File: src/rtl/riscv_hazard_ctrl.sv
// Hazard/pipeline control for the 5-stage core: RAW stalls, bus-stall freeze, redirect flush.
// Define RISCV_HAZARD_FWD_EN to stall only on load-use and drive registered forwarding selects.
module riscv_hazard_ctrl #(
   parameter int REG_AW    = 5,
   parameter int FLUSH_CYC = 1,
   parameter int CNT_W     = 16
) (
   input  logic              clk,
   input  logic              rst_n,
   input  logic              i_src1_en,
   input  logic              i_src2_en,
   input  logic [REG_AW-1:0] i_src1_addr,
   input  logic [REG_AW-1:0] i_src2_addr,
   input  logic              i_dst_en,
   input  logic [REG_AW-1:0] i_dst_addr,
   input  logic              i_dst_is_load,
   input  logic              i_redirect,
   input  logic              i_bus_stall,
   input  logic              i_cnt_clr,
   output logic              o_stall_f,
   output logic              o_stall_fd,
   output logic              o_stall_de,
   output logic              o_stall_em,
   output logic              o_flush_fd,
   output logic              o_flush_de,
   output logic              o_flush_em,
   output logic              o_flush_mb,
   output logic [1:0]        o_fwd1_sel,
   output logic [1:0]        o_fwd2_sel,
   output logic [CNT_W-1:0]  o_stall_cnt
);

   typedef enum logic [1:0] {RUN, FREEZE, FLUSH} state_t;

   state_t             state_q, state_d;
   logic [3:0]         fcnt_q, fcnt_d;
   logic               e_vld_q, e_vld_d, e_ld_q, e_ld_d, m_vld_q, m_vld_d;
   logic [REG_AW-1:0]  e_addr_q, e_addr_d, m_addr_q, m_addr_d;
   logic [CNT_W-1:0]   stall_cnt_q, stall_cnt_d;

   logic stall_f, stall_fd, stall_de, stall_em;
   logic flush_fd, flush_de, flush_em, flush_mb;
   logic flushing, raw_haz, cnt_evt;
   logic e_hit1, e_hit2, m_hit1, m_hit2;

   function automatic logic src_hit(input logic en, input logic [REG_AW-1:0] a,
                                    input logic vld, input logic [REG_AW-1:0] sa);
      return en && (a != '0) && vld && (a == sa);
   endfunction

   // B needs no shadow: the regfile is write-through, so a producer in B never stalls D.
   assign e_hit1 = src_hit(i_src1_en, i_src1_addr, e_vld_q, e_addr_q);
   assign e_hit2 = src_hit(i_src2_en, i_src2_addr, e_vld_q, e_addr_q);
   assign m_hit1 = src_hit(i_src1_en, i_src1_addr, m_vld_q, m_addr_q);
   assign m_hit2 = src_hit(i_src2_en, i_src2_addr, m_vld_q, m_addr_q);

`ifdef RISCV_HAZARD_FWD_EN
   assign raw_haz = (e_hit1 || e_hit2) && e_ld_q;
`else
   logic unused_ld;
   assign raw_haz   = e_hit1 || e_hit2 || m_hit1 || m_hit2;
   assign unused_ld = e_ld_q;
`endif

   // A freeze that interrupted a flush leaves the remaining count behind to resume.
   assign flushing = (state_q == FLUSH) || ((state_q == FREEZE) && (fcnt_q != '0));

   always_comb begin
      state_d  = state_q;
      fcnt_d   = fcnt_q;
      stall_f  = 1'b0;
      stall_fd = 1'b0;
      stall_de = 1'b0;
      stall_em = 1'b0;
      flush_fd = 1'b0;
      flush_de = 1'b0;
      flush_em = 1'b0;
      flush_mb = 1'b0;
      cnt_evt  = 1'b0;
      if (i_bus_stall) begin
         state_d  = FREEZE;
         stall_f  = 1'b1;
         stall_fd = 1'b1;
         stall_de = 1'b1;
         stall_em = 1'b1;
         flush_mb = 1'b1;
      end else if (flushing) begin
         flush_fd = 1'b1;
         fcnt_d   = fcnt_q - 4'd1;
         state_d  = (fcnt_q == 4'd1) ? RUN : FLUSH;
      end else if (i_redirect) begin
         flush_fd = 1'b1;
         flush_de = 1'b1;
         flush_em = 1'b1;
         fcnt_d   = 4'(FLUSH_CYC - 1);
         state_d  = (FLUSH_CYC > 1) ? FLUSH : RUN;
      end else begin
         state_d = RUN;
         if (raw_haz) begin
            stall_f  = 1'b1;
            stall_fd = 1'b1;
            flush_de = 1'b1;
            cnt_evt  = 1'b1;
         end
      end
   end

   always_comb begin
      e_vld_d  = e_vld_q;
      e_addr_d = e_addr_q;
      e_ld_d   = e_ld_q;
      m_vld_d  = m_vld_q;
      m_addr_d = m_addr_q;
      if (!i_bus_stall) begin
         e_vld_d  = i_dst_en && (i_dst_addr != '0) && !flush_de;
         e_addr_d = i_dst_addr;
         e_ld_d   = i_dst_is_load;
         m_vld_d  = e_vld_q && !flush_em;
         m_addr_d = e_addr_q;
      end
      stall_cnt_d = stall_cnt_q;
      if (i_cnt_clr)
         stall_cnt_d = '0;
      else if (cnt_evt && (stall_cnt_q != '1))
         stall_cnt_d = stall_cnt_q + CNT_W'(1);
   end

   always_ff @(posedge clk or negedge rst_n) begin
      if (!rst_n) begin
         state_q     <= RUN;
         fcnt_q      <= '0;
         e_vld_q     <= 1'b0;
         e_addr_q    <= '0;
         e_ld_q      <= 1'b0;
         m_vld_q     <= 1'b0;
         m_addr_q    <= '0;
         stall_cnt_q <= '0;
      end else begin
         state_q     <= state_d;
         fcnt_q      <= fcnt_d;
         e_vld_q     <= e_vld_d;
         e_addr_q    <= e_addr_d;
         e_ld_q      <= e_ld_d;
         m_vld_q     <= m_vld_d;
         m_addr_q    <= m_addr_d;
         stall_cnt_q <= stall_cnt_d;
      end
   end

`ifdef RISCV_HAZARD_FWD_EN
   logic [1:0] fwd1_sel_q, fwd1_sel_d, fwd2_sel_q, fwd2_sel_d;

   // Producer in E now sits in M when the consumer reaches E (1); producer in M sits in B (2).
   always_comb begin
      fwd1_sel_d = fwd1_sel_q;
      fwd2_sel_d = fwd2_sel_q;
      if (!i_bus_stall) begin
         fwd1_sel_d = flush_de ? 2'd0 : e_hit1 ? 2'd1 : m_hit1 ? 2'd2 : 2'd0;
         fwd2_sel_d = flush_de ? 2'd0 : e_hit2 ? 2'd1 : m_hit2 ? 2'd2 : 2'd0;
      end
   end

   always_ff @(posedge clk or negedge rst_n) begin
      if (!rst_n) begin
         fwd1_sel_q <= 2'd0;
         fwd2_sel_q <= 2'd0;
      end else begin
         fwd1_sel_q <= fwd1_sel_d;
         fwd2_sel_q <= fwd2_sel_d;
      end
   end

   assign o_fwd1_sel = fwd1_sel_q;
   assign o_fwd2_sel = fwd2_sel_q;
`else
   assign o_fwd1_sel = 2'd0;
   assign o_fwd2_sel = 2'd0;
`endif

   assign o_stall_f   = stall_f  & rst_n;
   assign o_stall_fd  = stall_fd & rst_n;
   assign o_stall_de  = stall_de & rst_n;
   assign o_stall_em  = stall_em & rst_n;
   assign o_flush_fd  = flush_fd & rst_n;
   assign o_flush_de  = flush_de & rst_n;
   assign o_flush_em  = flush_em & rst_n;
   assign o_flush_mb  = flush_mb & rst_n;
   assign o_stall_cnt = stall_cnt_q;

endmodule

File: config.mk
export PLATFORM = sky130hd
export DESIGN_NAME = riscv_hazard_ctrl
export DESIGN_NICKNAME = d
export VERILOG_FILES = /design/src/rtl/riscv_hazard_ctrl.sv
export SDC_FILE = /design/constraint.sdc
export NUM_CORES = 1
export LEC_CHECK = 0
export ABC_CLOCK_PERIOD_IN_PS = 4500
export BUFFER_PORTS_ARGS = -buffer_cell sky130_fd_sc_hd__buf_2
export CORE_ASPECT_RATIO = 0.7
export CORE_UTILIZATION = 47
export CTS_CLUSTER_DIAMETER = 200
export DETAILED_ROUTE_END_ITERATION = 10
export PLACE_DENSITY_LB_ADDON = 0.3
export SETUP_SLACK_MARGIN = 0.05
export SLEW_MARGIN = 5
export SYNTH_ARGS = -nofsm -noshare
export SYNTH_HDL_FRONTEND = slang
export SYNTH_SLANG_ARGS = --single-unit
File: constraint.sdc
create_clock -name clk -period 4.5 [get_ports clk]
set_input_delay 1.35 -clock clk [delete_from_list [all_inputs] [get_ports clk]]
set_output_delay 1.35 -clock clk [all_outputs]
set_load 0.005 [all_outputs]
# --- Word-level counts from Yosys, hierarchy flattened ---
# Cells that the tools add are included.
totals:
  memories: 0
  out_inout_bits: 28
  latchBits: 0
  ramBits: 0
  rom_bits: 0
  input_bits: 24
  word_cells: 72
  regBits: 34
op_classes:
  eq_ne: 8
  n_mux: 21
  addsub: 2
  shifts: 0
  bitwise: 6
  n_div: 0
  mul: 0
  reduce_logical: 28
  order_cmp: 0
op_table:
  columns: ["op", "n"]
  rows:
  - ["16-bit 2-to-1 mux", 2]
  - ["5-bit equality test", 4]
  - ["16-bit by 1-bit adder with 16-bit output, second input constant", 1]
  - ["16-bit inequality test, second input constant", 1]
  - ["1-bit logical AND", 15]
  - ["5-bit nonzero test", 3]
  - ["1-bit 2-to-1 mux", 14]
  - ["4-bit 2-to-1 mux", 2]
  - ["2-bit 2-to-1 mux", 3]
  - ["1-bit AND", 5]
  - ["4-bit by 1-bit equality test with 1-bit output, second input constant", 1]
  - ["1-bit logical OR", 4]
  - ["2-bit nonzero test", 2]
  - ["4-bit nonzero test", 1]
  - ["4-bit by 1-bit subtractor with 4-bit output, second input constant", 1]
  - ["2-bit by 1-bit equality test with 1-bit output, second input constant", 1]
  - ["2-bit equality test, second input constant", 1]
  - ["1-bit logical NOT", 2]
  - ["2-bit AND reduction", 1]
  - ["1-bit inverter", 1]

# --- Longest topological paths before layout ---
depth:
  word_depth: 14
  mapped_depth: 9
  ltp_nobuf: 7

# --- Worst setup path after synthesis ---
# OpenSTA, ideal clock, no wires.
synth_timing:
  path_kind: "input-to-output"
  from: "input i_src2_addr[1]"
  to: "output o_stall_fd"
  t_arrival_ps: 2608
  path_buffers: 1
  stages: 6
  slack_ps: 542
  t_required_ps: 3150
  path_cell_list: "or4_1 -> o21a_1 -> a32o_1 -> a21oi_1 -> nor2b_1 -> buf_4"
synth_between:
  elab_chain_cells: 12
  elab_cells_between_ends: 16
  cone_classes: "eq/ne: 2; mux: 4; bitwise: 1; reduce/logical: 9"
synth_rtl:
  columns: ["element", "line_no", "text"]
  rows:
  - ["start: declaration", "13", "input logic [REG_AW-1:0] i_src2_addr,"]
  - ["5-bit nonzero test", "48", "return en && (a != '0) && vld && (a == sa);"]
  - ["1-bit logical AND (3 in series)", "48", null]
  - ["1-bit logical OR (2 in series)", "61", "assign raw_haz = e_hit1 || e_hit2 || m_hit1 || m_hit2;"]
  - ["1-bit logical OR *", "61", null]
  - ["1-bit 2-to-1 mux * (4 in series)", null, null]
  - ["1-bit AND *", null, null]
  - ["end: declaration", "21", "output logic o_stall_fd,"]
# Mark *: on every way between the ends. The rest lies on a longest branch, timed or not.

# --- Worst setup path in the final report ---
layout_timing:
  from: "input i_src2_addr[1]"
  to: "output o_flush_de"
layout_between:
  elab_chain_cells: 12
  elab_cells_between_ends: 16
  cone_classes: "eq/ne: 2; mux: 4; bitwise: 1; reduce/logical: 9"
layout_rtl:
  columns: ["element", "line_no", "text"]
  rows:
  - ["5-bit nonzero test", "48", null]
  - ["1-bit logical AND (3 in series)", "48", null]
  - ["1-bit logical OR (2 in series)", "61", null]
  - ["1-bit logical OR *", "61", null]
  - ["1-bit 2-to-1 mux *", "99", "if (raw_haz) begin"]
  - ["1-bit 2-to-1 mux *", "91", "end else if (i_redirect) begin"]
  - ["1-bit 2-to-1 mux *", "87", "end else if (flushing) begin"]
  - ["1-bit 2-to-1 mux *", "80", "if (i_bus_stall) begin"]
  - ["1-bit AND *", "185", "assign o_flush_de = flush_de & rst_n;"]
  - ["end: declaration", "25", "output logic o_flush_de,"]
# Marked as above.

==> metrics <==
# IOs=52; critical path class=in -> out; critical path arrival=2.94 ns; total track usage=21.31%; routing usage on met3=4.724%; Port Buf Inserts=46; vias in the first global route=1,598; grt met2 use=32.59%; Placement Cell Area=2344 um^2; Slew headroom=61.83%; worst-path cell chain=buf_2 > or4_1 > o21a_1 > a32o_1 > o21ai_0 > nor2_1 > buf_2; Critical Path RT=3.15 ns; sequential cell area fraction in the yosys report=40.33%; share of layout cells above drive strength 1=29.17%; diode count=0; CTS tree=done; Final min period=4.289 ns; Hold Path Class=reg -> reg; reg-to-reg endpoint=o_stall_cnt[5]$_DFFE_PN0P_; startpoint of the worst hold path=fcnt_q[1]$_DFFE_PN0P_; Post-synth EDFFs=0; Power Density=329.8 nW/um^2; Pre-antenna DRT Iters=4; Clock Path Buffers=2; power share of the combinational group=24.0%; final hold violation count=0; Post-route DRC=0; CP startpoint kind=primary input; Setup Skew=0.005618 ns; hold path endpoint=fcnt_q[1]$_DFFE_PN0P_; Worst R2R Setup Slack=2.04 ns; unrepaired setup endpoints after global routing=false; largest net degree at the start of global routing=26; Die Wd=82.08 um; Most Crowded Layer GR=met2; Site Rows=19; slowest CP cell=or4_1; switch share=31.21%; CTS sink cnt=34; cts bufs inserted=5; Post-synth ARST share=100.0%; register share of total power=46.9%; Slew Limit Fails=0; Synth area leaders=dfrtp_1 40%, xnor2_1 8.7%, mux2_2 5.9%; register area=850.8 um^2; critical path peak fanout=4; die footprint=4764 um^2; via/cell ratio=5.674; Max-Cap Viols=0; Unique masters post-synth=46; critical path's most frequent cell=buf_2; FF-to-FF Start=fcnt_q[0]$_DFFE_PN0P_; Synth Cell Area=2110 um^2; Die Ht=58.05 um; via count=1,793; share of the synthesized area in the top cell type=40.33%; cell area after layout=2435 um^2; slew of the pin with the lowest slew margin=0.5726 ns; final worst setup slack=0.2105 ns; Layout fillers=365; Routed WL per cell=14.52 um; drt first-iter violations=77; syn_area_per_cell=9.677 um^2; clock latency on the worst-skew pair=0.28 ns; area of the multi-input gates=1164 um^2; sw power=250.6 uW; Clock Power Share=29.1%; CP endpoint kind=output pin; H-tree depth=2; cell taking the most area after synthesis=dfrtp_1; Synth Instances=218; final net count=290; Initial Util=51.29%; FF-to-FF path depth=7; Layout area overhead=15.42%; GPL Wtd Cong=0.7881; Synth Warn #=0; Leak Pwr=1.059 nW; Hold Crit Depth=2; status=finished, final reports clean; number of setup violations in the final report=0; Post-synth top cells=34 x dfrtp_1, 21 x xnor2_1, 17 x nand2_1; CTS Hold Bufs=0; prevailing post-synth register cell=dfrtp_1; Routed Antenna Nets=0; internal power=552.4 uW; initial antenna violation count=0; pre-CTS setup slack=0.2085 ns; post-CTS setup buffer count=0; f_max=233.1 MHz; fin crit share=95.32%; flops & latches, synth=34; first-pass GRT wire length=7527 um; delay of the slowest cell on the worst path=0.54 ns; CORE AREA=4113 um^2; post-CTS resize count=0; GR Overflow Total=0; Layout Cells excl Fill=316; Layout Utilization=59.20%; met1 usage=30.03%; CTS Root Cell=clkbuf_8; WHS=0.5015 ns; Fin Setup TNS=0 ns; drt total wl=4589 um; placed cells=308; clock slew at reported path FFs=0.07 ns; count leader, synth=dfrtp_1; Power Total=803.1 uW; Peak VDD IR=220.0 uV; DP Wirelength=3496 um
[cell type report]
type | count | area share [%]
Multi-Input combinational cell | 170 | 47.79
Sequential cell | 34 | 34.94
Timing Repair Buffer | 49 | 10.38
Clock buffer | 7 | 3.546
Tap cell | 52 | 2.672
Inverter | 3 | 0.4625
Clock inverter | 1 | 0.2055
[cells in the final DEF (no fill, tap or decap), drive strengths merged, types with 9 or more instances in the layout]
| master | count |
|---|---|
| nand2 | 17 |
| o21ai | 14 |
| nor2 | 16 |
| xnor2 | 21 |
| mux2 | 13 |
| buf | 49 |
| dfrtp | 34 |
| nand4 | 9 |
| a21oi | 16 |
[state kept, by name, summed over array words and instances (netlist names)]
register,flops
o_stall_cnt,16
e_vld_q,1
fcnt_q,4
m_addr_q,5
m_vld_q,1
e_addr_q,5
state_q,2
[worst max-delay path, delay by kind of cell]
family | cells | cell delay [ns]
AOI/OAI and AO/OA | 3 | 0.73
and+or+nand+nor | 2 | 0.61
buffers and inverters | 2 | 0.26
[power groups by stage]
stage / sequential [mW] / clock, mW / combinational (mW)
after floorplan: 0.373 / 0 / 0.144
after global placement: 0.381 / 0 / 0.185
after detailed placement: 0.383 / 0 / 0.194
after CTS: 0.376 / 0.242 / 0.195
after global routing: 0.383 / 0.254 / 0.218
final: 0.377 / 0.234 / 0.193
[per-layer routing]
layer	wire length, um	vias up
met5	0	-
met4	33	0
met3	194	4
met2	2092	44
met1	2269	868
li1	-	877
[worst max-delay path by stage]
| stage | from | end | cells after the start |
|---|---|---|---|
| after global placement | i_src2_addr[1] | o_flush_de | 7 |
| after global routing | i_src2_addr[1] | o_flush_de | 7 |
| final | i_src2_addr[1] | o_flush_de | 7 |
| after floorplan | i_src2_addr[1] | o_stall_fd | 6 |
| after CTS | i_src2_addr[1] | o_flush_de | 7 |
| after detailed placement | i_src2_addr[1] | o_flush_de | 7 |
[logic make-up after synthesis]
logic type               count (synthesis)  synth area share, %
other                                    1               0.1778
adder cells (fa/ha/maj)                  3                1.780
AND/OR/NAND/NOR                         83                22.48
AO/OA/AOI/OAI                           45                13.70
multiplexers                            14                7.770
XOR/XNOR                                21                8.719
buffers and inverters                   17                5.041
flip-flops                              34                40.33
(Power assumes the default switching activity.)
